## src/rtl/ps2_scancode_decoder.sv

```systemverilog
// PS/2 scan-code set 2 decoder: folds E0/F0 prefixes into one registered key event
// with make/break and extended tags, optional typematic-repeat suppression and prefix watchdog.
module ps2_scancode_decoder #(
    parameter int             N               = 8,
    parameter logic [N-1:0]   BREAK_CODE      = 8'hF0,
    parameter logic [N-1:0]   EXT_CODE        = 8'hE0,
    parameter int             SUPPRESS_REPEAT = 1,
    parameter int             TIMEOUT         = 100000,
    parameter int             TW              = 17
) (
    input  logic         clk,
    input  logic         reset,
    input  logic         rx_done_tick,
    input  logic [N-1:0] data_in,
    output logic         key_valid,
    output logic [N-1:0] key_code,
    output logic         key_break,
    output logic         key_extended,
    output logic         err_tick
);

    typedef enum logic [1:0] {
        IDLE,
        EXT,
        BRK
    } state_e;

    // Last idle-count value before the watchdog fires; the error strobe then lands
    // TIMEOUT cycles after the prefix byte was strobed in.
    localparam logic [TW-1:0] CNT_LAST = TW'(TIMEOUT - 2);

    state_e         state_q, state_d;
    logic           ext_q, ext_d;
    logic           brk_q, brk_d;
    logic [TW-1:0]  cnt_q, cnt_d;
    logic           held_valid_q, held_valid_d;
    logic [N-1:0]   held_code_q, held_code_d;
    logic           held_ext_q, held_ext_d;
    logic           valid_q, valid_d;
    logic [N-1:0]   code_q, code_d;
    logic           break_q, break_d;
    logic           extd_q, extd_d;
    logic           err_q, err_d;

    logic           ev_req;
    logic           ev_brk;
    logic           ev_ext;
    logic           held_hit;

    always_comb begin
        // NOTE: every signal gets a default before any branch so no path can infer a latch.
        state_d      = state_q;
        ext_d        = ext_q;
        brk_d        = brk_q;
        cnt_d        = cnt_q;
        held_valid_d = held_valid_q;
        held_code_d  = held_code_q;
        held_ext_d   = held_ext_q;
        valid_d      = 1'b0;
        code_d       = code_q;
        break_d      = break_q;
        extd_d       = extd_q;
        err_d        = 1'b0;
        ev_req       = 1'b0;
        ev_brk       = 1'b0;
        ev_ext       = 1'b0;
        held_hit     = 1'b0;

        if (rx_done_tick) begin
            cnt_d = '0;
            unique case (state_q)
                IDLE: begin
                    if (data_in == EXT_CODE) begin
                        state_d = EXT;
                        ext_d   = 1'b1;
                    end else if (data_in == BREAK_CODE) begin
                        state_d = BRK;
                        brk_d   = 1'b1;
                        ext_d   = 1'b0;
                    end else begin
                        ev_req = 1'b1;
                    end
                end
                EXT: begin
                    if (data_in == BREAK_CODE) begin
                        state_d = BRK;
                        brk_d   = 1'b1;
                    end else if (data_in != EXT_CODE) begin
                        ev_req = 1'b1;
                        ev_ext = 1'b1;
                    end
                end
                BRK: begin
                    if (data_in == EXT_CODE) begin
                        // F0 followed by E0 is out of order: flag it and treat E0 as a fresh prefix.
                        err_d   = 1'b1;
                        state_d = EXT;
                        ext_d   = 1'b1;
                        brk_d   = 1'b0;
                    end else if (data_in != BREAK_CODE) begin
                        ev_req = 1'b1;
                        ev_brk = 1'b1;
                        ev_ext = ext_q;
                    end
                end
                default: state_d = IDLE;
            endcase
        end else if (state_q != IDLE) begin
            if (cnt_q == CNT_LAST) begin
                err_d   = 1'b1;
                state_d = IDLE;
                ext_d   = 1'b0;
                brk_d   = 1'b0;
                cnt_d   = '0;
            end else begin
                cnt_d = cnt_q + TW'(1);
            end
        end

        if (ev_req) begin
            state_d  = IDLE;
            ext_d    = 1'b0;
            brk_d    = 1'b0;
            held_hit = held_valid_q && (held_code_q == data_in) && (held_ext_q == ev_ext);
            if (SUPPRESS_REPEAT == 0 || ev_brk || !held_hit) begin
                valid_d = 1'b1;
                code_d  = data_in;
                break_d = ev_brk;
                extd_d  = ev_ext;
            end
            if (SUPPRESS_REPEAT != 0) begin
                if (ev_brk && held_hit) begin
                    held_valid_d = 1'b0;
                end else if (!ev_brk && !held_hit) begin
                    held_valid_d = 1'b1;
                    held_code_d  = data_in;
                    held_ext_d   = ev_ext;
                end
            end
        end
    end

    // NOTE: state registers use non-blocking assignments so every flop samples pre-edge values.
    always_ff @(posedge clk) begin
        if (reset) begin
            state_q      <= IDLE;
            ext_q        <= 1'b0;
            brk_q        <= 1'b0;
            cnt_q        <= '0;
            held_valid_q <= 1'b0;
            held_code_q  <= '0;
            held_ext_q   <= 1'b0;
            valid_q      <= 1'b0;
            code_q       <= '0;
            break_q      <= 1'b0;
            extd_q       <= 1'b0;
            err_q        <= 1'b0;
        end else begin
            state_q      <= state_d;
            ext_q        <= ext_d;
            brk_q        <= brk_d;
            cnt_q        <= cnt_d;
            held_valid_q <= held_valid_d;
            held_code_q  <= held_code_d;
            held_ext_q   <= held_ext_d;
            valid_q      <= valid_d;
            code_q       <= code_d;
            break_q      <= break_d;
            extd_q       <= extd_d;
            err_q        <= err_d;
        end
    end

    assign key_valid    = valid_q;
    assign key_code     = code_q;
    assign key_break    = break_q;
    assign key_extended = extd_q;
    assign err_tick     = err_q;

endmodule
```

## config.mk

```make
export PLATFORM = sky130hd
export DESIGN_NAME = ps2_scancode_decoder
export DESIGN_NICKNAME = d
export VERILOG_FILES = /design/src/rtl/ps2_scancode_decoder.sv
export SDC_FILE = /design/constraint.sdc
export NUM_CORES = 1
export LEC_CHECK = 0
export ABC_AREA = 1
export ABC_CLOCK_PERIOD_IN_PS = 5550
export CAP_MARGIN = 20
export CORE_MARGIN = 1.5
export CORE_UTILIZATION = 30
export DETAILED_ROUTE_END_ITERATION = 12
export GPL_TIMING_DRIVEN = 0
export PLACE_DENSITY = 0.49
export SLEW_MARGIN = 15
export SYNTH_ARGS = -nofsm -noshare
export SYNTH_HDL_FRONTEND = slang
export SYNTH_SLANG_ARGS = --single-unit
```

## constraint.sdc

```tcl
create_clock -name clk -period 5.55 [get_ports clk]
set_input_delay 0.555 -clock clk [delete_from_list [all_inputs] [get_ports clk]]
set_output_delay 0.555 -clock clk [all_outputs]
set_load 0.02 [all_outputs]
```

* Yosys cells after proc, flatten, opt, wreduce, memory -nomap -nowiden
Index checks and enable logic that the tools add are counted.
** Storage, ports and cells
- Bits in registers :: 42
- Bits of input ports :: 11
- Logic and storage cells :: 83
** Cells by class
- Multiplexer cells :: 37
- Add/sub/neg operators :: 1
- Equal/unequal tests :: 12
- Reduce and logical (&&, ||, !) cells :: 20
- Bitwise logic cells :: 2
** Operator list (number)
- 1-bit two-way mux :: 26
- 17-bit by 1-bit adder with 17-bit output (second input constant) :: 1
- 17-bit == test (second input constant) :: 1
- 17-bit two-way mux :: 1
- 8-bit == test (second input constant) :: 2
- 8-bit != test (second input constant) :: 2
- 2-bit two-way mux :: 6
- 8-bit == test :: 1
- 2-bit nonzero test :: 4
- 2-bit one-hot mux with 3 select lines :: 1
- 3-bit AND reduction :: 2
- 2-bit OR reduction :: 3
- 5-bit AND reduction :: 1
- 1-bit logical AND :: 4
- 4-bit != test (second input constant) :: 1
- 1-bit one-hot mux with 2 select lines :: 2
- 2-bit AND reduction :: 2
- 3-bit by 1-bit != test with 1-bit output (second input constant) :: 1
- 3-bit != test (second input constant) :: 1
- 1-bit one-hot mux with 3 select lines :: 1
- 2-bit by 1-bit == test with 1-bit output (second input constant) :: 1
- 2-bit == test (second input constant) :: 1
- 1-bit logical NOT :: 2
- 2-bit logical NOT :: 1
- 3 further kinds :: 4

* Logic depth before layout (Yosys ltp)
Gate-level depths: netlist of run 1.
- Depth in word-level cells :: 11
- Depth in mapped cells :: 18
- Depth with buffers taken out :: 17

* Worst setup path before layout of run 1
OpenSTA, ideal clock, no wires.
- Kind :: input-to-reg
- From :: input port data_in[3]
- To :: register held_ext_q
- Cell stages on the path :: 16
- Path buffers :: 1
- Data arrival time :: 2.150 ns
- Path slack :: 3.287 ns
- Required time :: 5.437 ns
- Setup time :: 0.113 ns
- Cell sequence :: inv_2 -> nand2_1 -> nor2_2 -> nand2_4 -> nand2_4 -> o21bai_1 -> nand2_1 -> nand2_1 -> nand2_1 -> nor2_1 -> ha_1 -> nor2_1 -> nand3_4 -> buf_6 -> nor2_1 -> nor2_1
** Between the ends
- Longest elaborated chain between the ends :: 10
- Elaborated cells between the ends (all ways) :: 28
** Ends and longest elaborated chain
- start: declaration :: RTL line 14 : input logic [N-1:0] data_in,
- 8-bit != test, on equally long branches :: RTL line 100, 88
- 1-bit two-way mux, on equally long branches :: RTL line 100, 88
- 1-bit two-way mux, on equally long branches :: RTL line 94, 85
- 1-bit one-hot mux with 2 select lines :: RTL line 71 : unique case (state_q)
- 1-bit two-way mux :: RTL line 69 : if (rx_done_tick) begin
- 1-bit == test :: RTL line 124 : held_hit = held_valid_q && (held_code_q == data_in) && (held_ext_q == ev_ext);
- 1-bit logical AND :: RTL line 124
- 1-bit logical NOT / 1-bit logical AND (equally long branches) :: RTL line 134, 132
- 1-bit logical AND / 1-bit inverter (equally long branches)
- 3-bit AND reduction (no source line)
- end signal: assignment :: RTL line 165 : held_ext_q <= held_ext_d;
- end: declaration :: RTL line 38 : logic held_ext_q, held_ext_d;
Several ways; a longest one is shown, not always the timed one.
A chain may end at the register's enable or synchronous reset.

* Worst setup path in the final report of run 1
- From :: input port data_in[2]
- To :: register held_ext_q
Same word-level chain as after synthesis.

==> out/results.tsv, run 1 <==
metric	value	unit
Achievable Freq	362	MHz
DR pass1 iterations	4	
CP Capture Type	flop	
Hold Crit Start	cnt_q[0]$_SDFFE_PP0P_	
outcome	finished, final reports clean	
Setup Skew	7.72	ps
most frequent cells after synthesis	nand2_1, nor2_1, inv_1, dfxtp_1	
vias	2124	
post-route setup slack	2790	ps
HP Class	flop to flop	
DP Cell Count	486	
drt wl/cell	10.9	um
ys flop type	dfxtp_1	
cell taking the most area after synthesis	dfxtp_1	
end of the worst hold path	cnt_q[0]$_SDFFE_PP0P_	
Detail Route Antenna Nets	0	
largest cells by area after synthesis	dfxtp_1, nand2_1, nor2_1	
drt first-iter violations	59	
Net count, final	411	
CTS Root Cell	clkbuf_8	
relative slew slack	68.1	%
Mapped Nets	382	
critical path data required time	5760	ps
Clk pwr share	43.3	%
hold buffer count at cts	0	
hold violation count in the final report	0	
Layout area overhead	20.6	%
ant diodes	0	
Yosys cell types	35	
RR Endpoint	held_ext_q$_SDFFE_PP0P_	
hold path cells	2	
Critical Path Stages	17	
max-cap violation count	0	
vias in the first global route	2085	
register area share after synthesis	35.3	%
CP max stage delay	500	ps
Die Y	92.2	um
Crit Path Category	input port to flop	
Pleak	1.26	nW
Top Ports	23	
Syn Inst Count	362	
slowest cell on the critical path	clkdlybuf4s50_1	
Worst-Margin Slew	476	ps
count leader, synth	nand2_1	
Port Buffers	22	
Finished Layout Cells	494	
Yosys reg bits	42	
Tot GR Track Use	14.0	%
fraction of layout cells with a size suffix above 1	8.42	%
CTS Buf Count	5	
pre-CTS setup slack	2480	ps
Max Slew Vio Count	0	
Reg clk slew, reported paths	80	ps
Crit Reg-Reg Startpoint	state_q[0]$_SDFFE_PP0P_	
Clock Latency Late Sink	310	ps
initial antenna violation count	0	
final WL	5380	um
critical path startpoint	data_in[2]	
first-pass GRT wire length	9430	um
Post-synth EDFFs	0	
crit-path cells	clkdlybuf4s50_1, inv_2, nand2_1, nor2_2, nand2_4, nand2_4, o21bai_1, nand2_1, nand2_1, nand2_1, nor2_1, ha_1, nor2_1, nand3_4, buf_6, nor2_1, nor2_1	
Synth Warn #	0	
H-tree Lvls	2	
Sw Share	23.7	%
r2r setup slk	3130	ps
num rows	32	
P per Cell Area	246	nW/um^2
CP top delay family	simple AND/OR/NAND/NOR gates	
gr ovfl total	0	
clk buf depth	2	
Post-DP HPWL	3990	um
Reg2Reg Depth	14	
CTS Sinks	42	
worst-path fanout max	10	
Post-CTS Setup Bufs	0	
Power Internal	0.539	mW
CTS tree	yes	
Resize count post-CTS	0	
drc violations	0	
Final setup viols	0	
DIE AREA	8490	sq um
fin crit share	49.8	%
RSZ-0062 raised after global routing	false	
Vias/cell	4.30	
CP startpoint kind	input port	
Starting Density	30.9	%
Core Box Area	7730	sq um
asr flop ratio synth	0	%
largest net degree at the start of global routing	14	
NetSw	0.168	mW
share of the synthesized area in the top cell type	35.3	%
final sum of negative setup slack	0	ps
Crit path arrival time	2970	ps
min Tclk post-route	2760	ps
Peak supply drop	122	uV
sequential power share	45.0	%
Comb power frac	11.7	%
post-synthesis cell area	2380	sq um
Avg Inst Size Synth	6.59	sq um
crit path buf inv count	3	
placer congestion estimate	0.775	
width of the die	92.2	um
==> cell families after synthesis <==
kind of cell    share of synthesized area (%)
simple gates                             39.9
buf+inv                                  10.4
flops                                    35.3
compound gates                           7.14
fa+ha+maj                                4.72
xor+xnor                                 2.57
==> worst max-delay path by stage <==
| stage | slack [ps] | to |
|---|---|---|
| final | 2790 | held_ext_q$_SDFFE_PP0P_ |
| after global routing | 2550 | held_code_q[6]$_SDFFE_PP0P_ |
| after CTS | 2800 | held_ext_q$_SDFFE_PP0P_ |
| after detailed placement | 2480 | held_code_q[0]$_SDFFE_PP0P_ |
| after global placement | 2490 | held_ext_q$_SDFFE_PP0P_ |
| after floorplan | 3290 | held_ext_q$_SDFFE_PP0P_ |
==> per-layer routing <==
layer / routed length [um] / global-route usage [%] / part of all wire, % / vias up
li1: - / - / - / 1163
met1: 2630 / 17.2 / 49 / 933
met2: 2510 / 23.6 / 47 / 23
met3: 175 / 3.98 / 3.3 / 5
met4: 60 / 3.97 / 1.1 / 0
met5: 0 / 0 / 0 / -
==> through the flow <==
step / area (sq um) / utilization, % / power (mW) / hold slack, ps
after global routing: 2880 / 37.2 / 0.740 / 507
after CTS: 2880 / 37.2 / 0.717 / 490
final: 2880 / 37.2 / 0.707 / 482
after detailed placement: 2730 / 35.4 / 0.408 / 467
after floorplan: 2380 / - / 0.375 / 436
after global placement: 2730 / 35.4 / 0.408 / 464
==> worst min-delay path, stage by stage (launching register included) <==
cell	delay (ps)
dfxtp_1	330
nand2_1	60
a21oi_1	50
==> power groups by stage <==
stage,Clock (mW),Sequential (mW),Combinational [mW]
6_report,0.306,0.318,0.0825
5_1_grt,0.328,0.319,0.0927
4_1_cts,0.316,0.318,0.0836
3_5_place_dp,0,0.325,0.0832
3_3_place_gp,0,0.325,0.0834
2_1_floorplan,0,0.331,0.0435
==> state kept, by name (all words and copies together) (netlist names) <==
register,cells
ext_q,1
state_q,2
key_extended,1
held_ext_q,1
cnt_q,17
err_tick,1
key_code,8
held_code_q,8
held_valid_q,1
key_break,1
key_valid,1
==> cells in the final DEF (no fill, tap or decap), types with 5 or more instances in the layout <==
| cell type | count |
|---|---|
| clkdlybuf4s50_1 | 22 |
| nand3_1 | 12 |
| ha_1 | 9 |
| o21ai_0 | 6 |
| dfxtp_1 | 42 |
| inv_2 | 5 |
| a21oi_1 | 12 |
| inv_1 | 50 |
| nor2_1 | 81 |
| clkbuf_8 | 6 |
| nor3_1 | 6 |
| nand2_1 | 96 |
==> cell type report <==
type / count / area (sq um)
fill: 840 / 4850
inverter: 55 / 206
buffer: 5 / 41.3
timing repair buffer: 22 / 220
sequential: 42 / 841
clock inverter: 2 / 60.1
clock buffer: 6 / 82.6
multi-input combinational: 260 / 1300
tap: 102 / 128
Note: power is estimated with default switching activity, not from simulation.
==> run 2, diff against run 1 <==
--- a/config.mk
+++ b/config.mk
@@ -6,13 +6,13 @@
 export NUM_CORES = 1
 export LEC_CHECK = 0
 export ABC_AREA = 1
-export ABC_CLOCK_PERIOD_IN_PS = 5550
+export ABC_CLOCK_PERIOD_IN_PS = 2300
 export CAP_MARGIN = 20
 export CORE_MARGIN = 1.5
 export CORE_UTILIZATION = 30
 export DETAILED_ROUTE_END_ITERATION = 12
 export GPL_TIMING_DRIVEN = 0
-export PLACE_DENSITY = 0.49
+export PLACE_DENSITY = 0.51
 export SLEW_MARGIN = 15
 export SYNTH_ARGS = -nofsm -noshare
 export SYNTH_HDL_FRONTEND = slang
==> constraint.sdc (replaced) <==
create_clock -name clk -period 2.3 [get_ports clk]
set_input_delay 0.23 -clock clk [delete_from_list [all_inputs] [get_ports clk]]
set_output_delay 0.23 -clock clk [all_outputs]
set_load 0.02 [all_outputs]
==> out/results.tsv, run 2 (same netlist as run 1, synthesis figures left out) <==
metric	value	unit
Top reg by flops	cnt_q	
hold path cells	3	
vias	2133	
Crit Path Category	flop to flop	
CP Capture Type	flop	
worst-path fanout max	6	
Die Y	92.2	um
Crit path arrival time	2340	ps
Worst-Margin Slew	501	ps
Tot GR Track Use	13.5	%
Net count, final	415	
Starting Density	30.9	%
critical path data required time	2540	ps
fraction of layout cells with a size suffix above 1	11.4	%
most frequent cells in the layout	nand2_1, nor2_1, inv_1	
max-cap violation count	0	
Port Buffers	22	
width of the die	92.2	um
fill count	827	
CP startpoint kind	flop	
placer congestion estimate	0.770	
CTS Root Cell	clkbuf_8	
outcome	finished, final reports clean	
Top Ports	23	
hold violation count in the final report	0	
num rows	32	
Reg2Reg Depth	16	
area of the multi-input gates	1350	sq um
Core Box Area	7730	sq um
Peak supply drop	235	uV
hold buffer count at cts	0	
Post-DP HPWL	3910	um
post-route setup slack	203	ps
H-tree Lvls	2	
Hold Crit Start	data_in[3]	
Vias/cell	4.28	
relative slew slack	66.4	%
Largest register FFs	17	
fin crit share	91.2	%
HP Class	input port to flop	
Final setup viols	0	
drt wl/cell	10.6	um
gr ovfl total	0	
Crit Reg-Reg Startpoint	state_q[0]$_SDFFE_PP0P_	
clk buf depth	2	
initial antenna violation count	0	
end of the worst hold path	held_code_q[3]$_SDFFE_PP0P_	
Reg clk slew, reported paths	80	ps
CTS tree	yes	
Layout area overhead	23.2	%
final WL	5260	um
CTS Buf Count	5	
Fin Hold WS	255	ps
drc violations	0	
P per Cell Area	528	nW/um^2
Setup Skew	5.52	ps
drt first-iter violations	47	
largest net degree at the start of global routing	13	
CTS Sinks	42	
commonest non-fill, non-tap cell in the layout	nand2_1	
Detail Route Antenna Nets	0	
Max Slew Vio Count	0	
min Tclk post-route	2100	ps
r2r setup slk	200	ps
Layout Cell Area excl Fill	2940	sq um
sequential cell area	846	sq um
ant diodes	0	
Clock Latency Late Sink	290	ps
DR pass1 iterations	4	
Achievable Freq	477	MHz
vias in the first global route	2045	
placed cell area	2730	sq um
RR Endpoint	held_code_q[7]$_SDFFE_PP0P_	
Pleak	1.31	nW
DIE AREA	8490	sq um
pre-CTS setup slack	-425	ps
first-pass GRT wire length	9160	um
run 2: changes by cell type in the layout (fill, tap and decap cells not counted), sizes merged:
cell / before / now
buf: 3 / 7
bufinv: 2 / 1
clkbuf: 8 / 9
clkdlybuf4s50: 22 / 14
dlygate4sd2: 0 / 3
dlymetal6s2s: 0 / 5
run 2: worst max-delay path: stages (launching register included):
cell and delay, ps:
dfxtp_4 380, inv_1 80, ha_1 290, nand2_1 60
nor3_2 130, nand2_2 110, nor2_4 100, inv_1 40
nand3_1 60, ha_1 130, inv_1 40, nor2_2 140
nand3_4 120, buf_4 170, nand2_1 50, nand2_1 40
nor2_1 90
run 2: worst max path at each step:
| stage | startpoint | endpoint | slack [ps] | cells past startpoint |
|---|---|---|---|---|
| final | state_q[0]$_SDFFE_PP0P_ | held_code_q[7]$_SDFFE_PP0P_ | 200 | 16 |
| after global routing | state_q[0]$_SDFFE_PP0P_ | held_ext_q$_SDFFE_PP0P_ | -10 | 15 |
| after detailed placement | data_in[7] | held_ext_q$_SDFFE_PP0P_ | -420 | 16 |
| after CTS | data_in[2] | held_ext_q$_SDFFE_PP0P_ | 10 | 17 |
| after floorplan | state_q[0]$_SDFFE_PP0P_ | held_ext_q$_SDFFE_PP0P_ | 190 | 14 |
| after global placement | data_in[2] | held_ext_q$_SDFFE_PP0P_ | -420 | 17 |
run 2: metal layers:
layer  track usage (%)  routed length [um]  vias to the layer above
met5                 0                   0                        -
met4              4.23                  35                        0
met3              2.65                 114                        5
met2              22.7                2460                       23
met1              17.2                2650                      932
li1                  -                   -                     1173
run 2: timing repair:
action | CTS | global route
setup buffers | 0 | 4
hold endpoints to repair | 0 | 0
endpoints found under the setup margin | 9 | 21
gates resized for setup | 9 | 16
pin swaps | 0 | 4
run 2: power breakdown:
group / internal (mW) / switching, mW
registers: 0.752 / 0.0143
logic: 0.0867 / 0.118
clock network: 0.325 / 0.257
total: 1.16 / 0.389
run 2: area by class of cell:
| type | count | area share (%) |
|---|---|---|
| timing repair buffer | 26 | 8.81 |
| inverter | 55 | 7.02 |
| buffer | 5 | 1.53 |
| multi-input combinational | 260 | 45.9 |
| sequential | 42 | 28.8 |
| tap | 102 | 4.34 |
| clock inverter | 1 | 1.02 |
| clock buffer | 7 | 2.60 |
run 2: per-stage QoR:
stage                     std cells  total power, mW  TNS (ps)  util, %
after floorplan                 362            0.904         0        -
after global placement          486            0.985     -6120     35.4
after detailed placement        486            0.985     -6240     35.4
after CTS                       494             1.57         0     36.9
after global routing            498             1.64     -19.5     38.0
final                           498             1.55         0     38.0
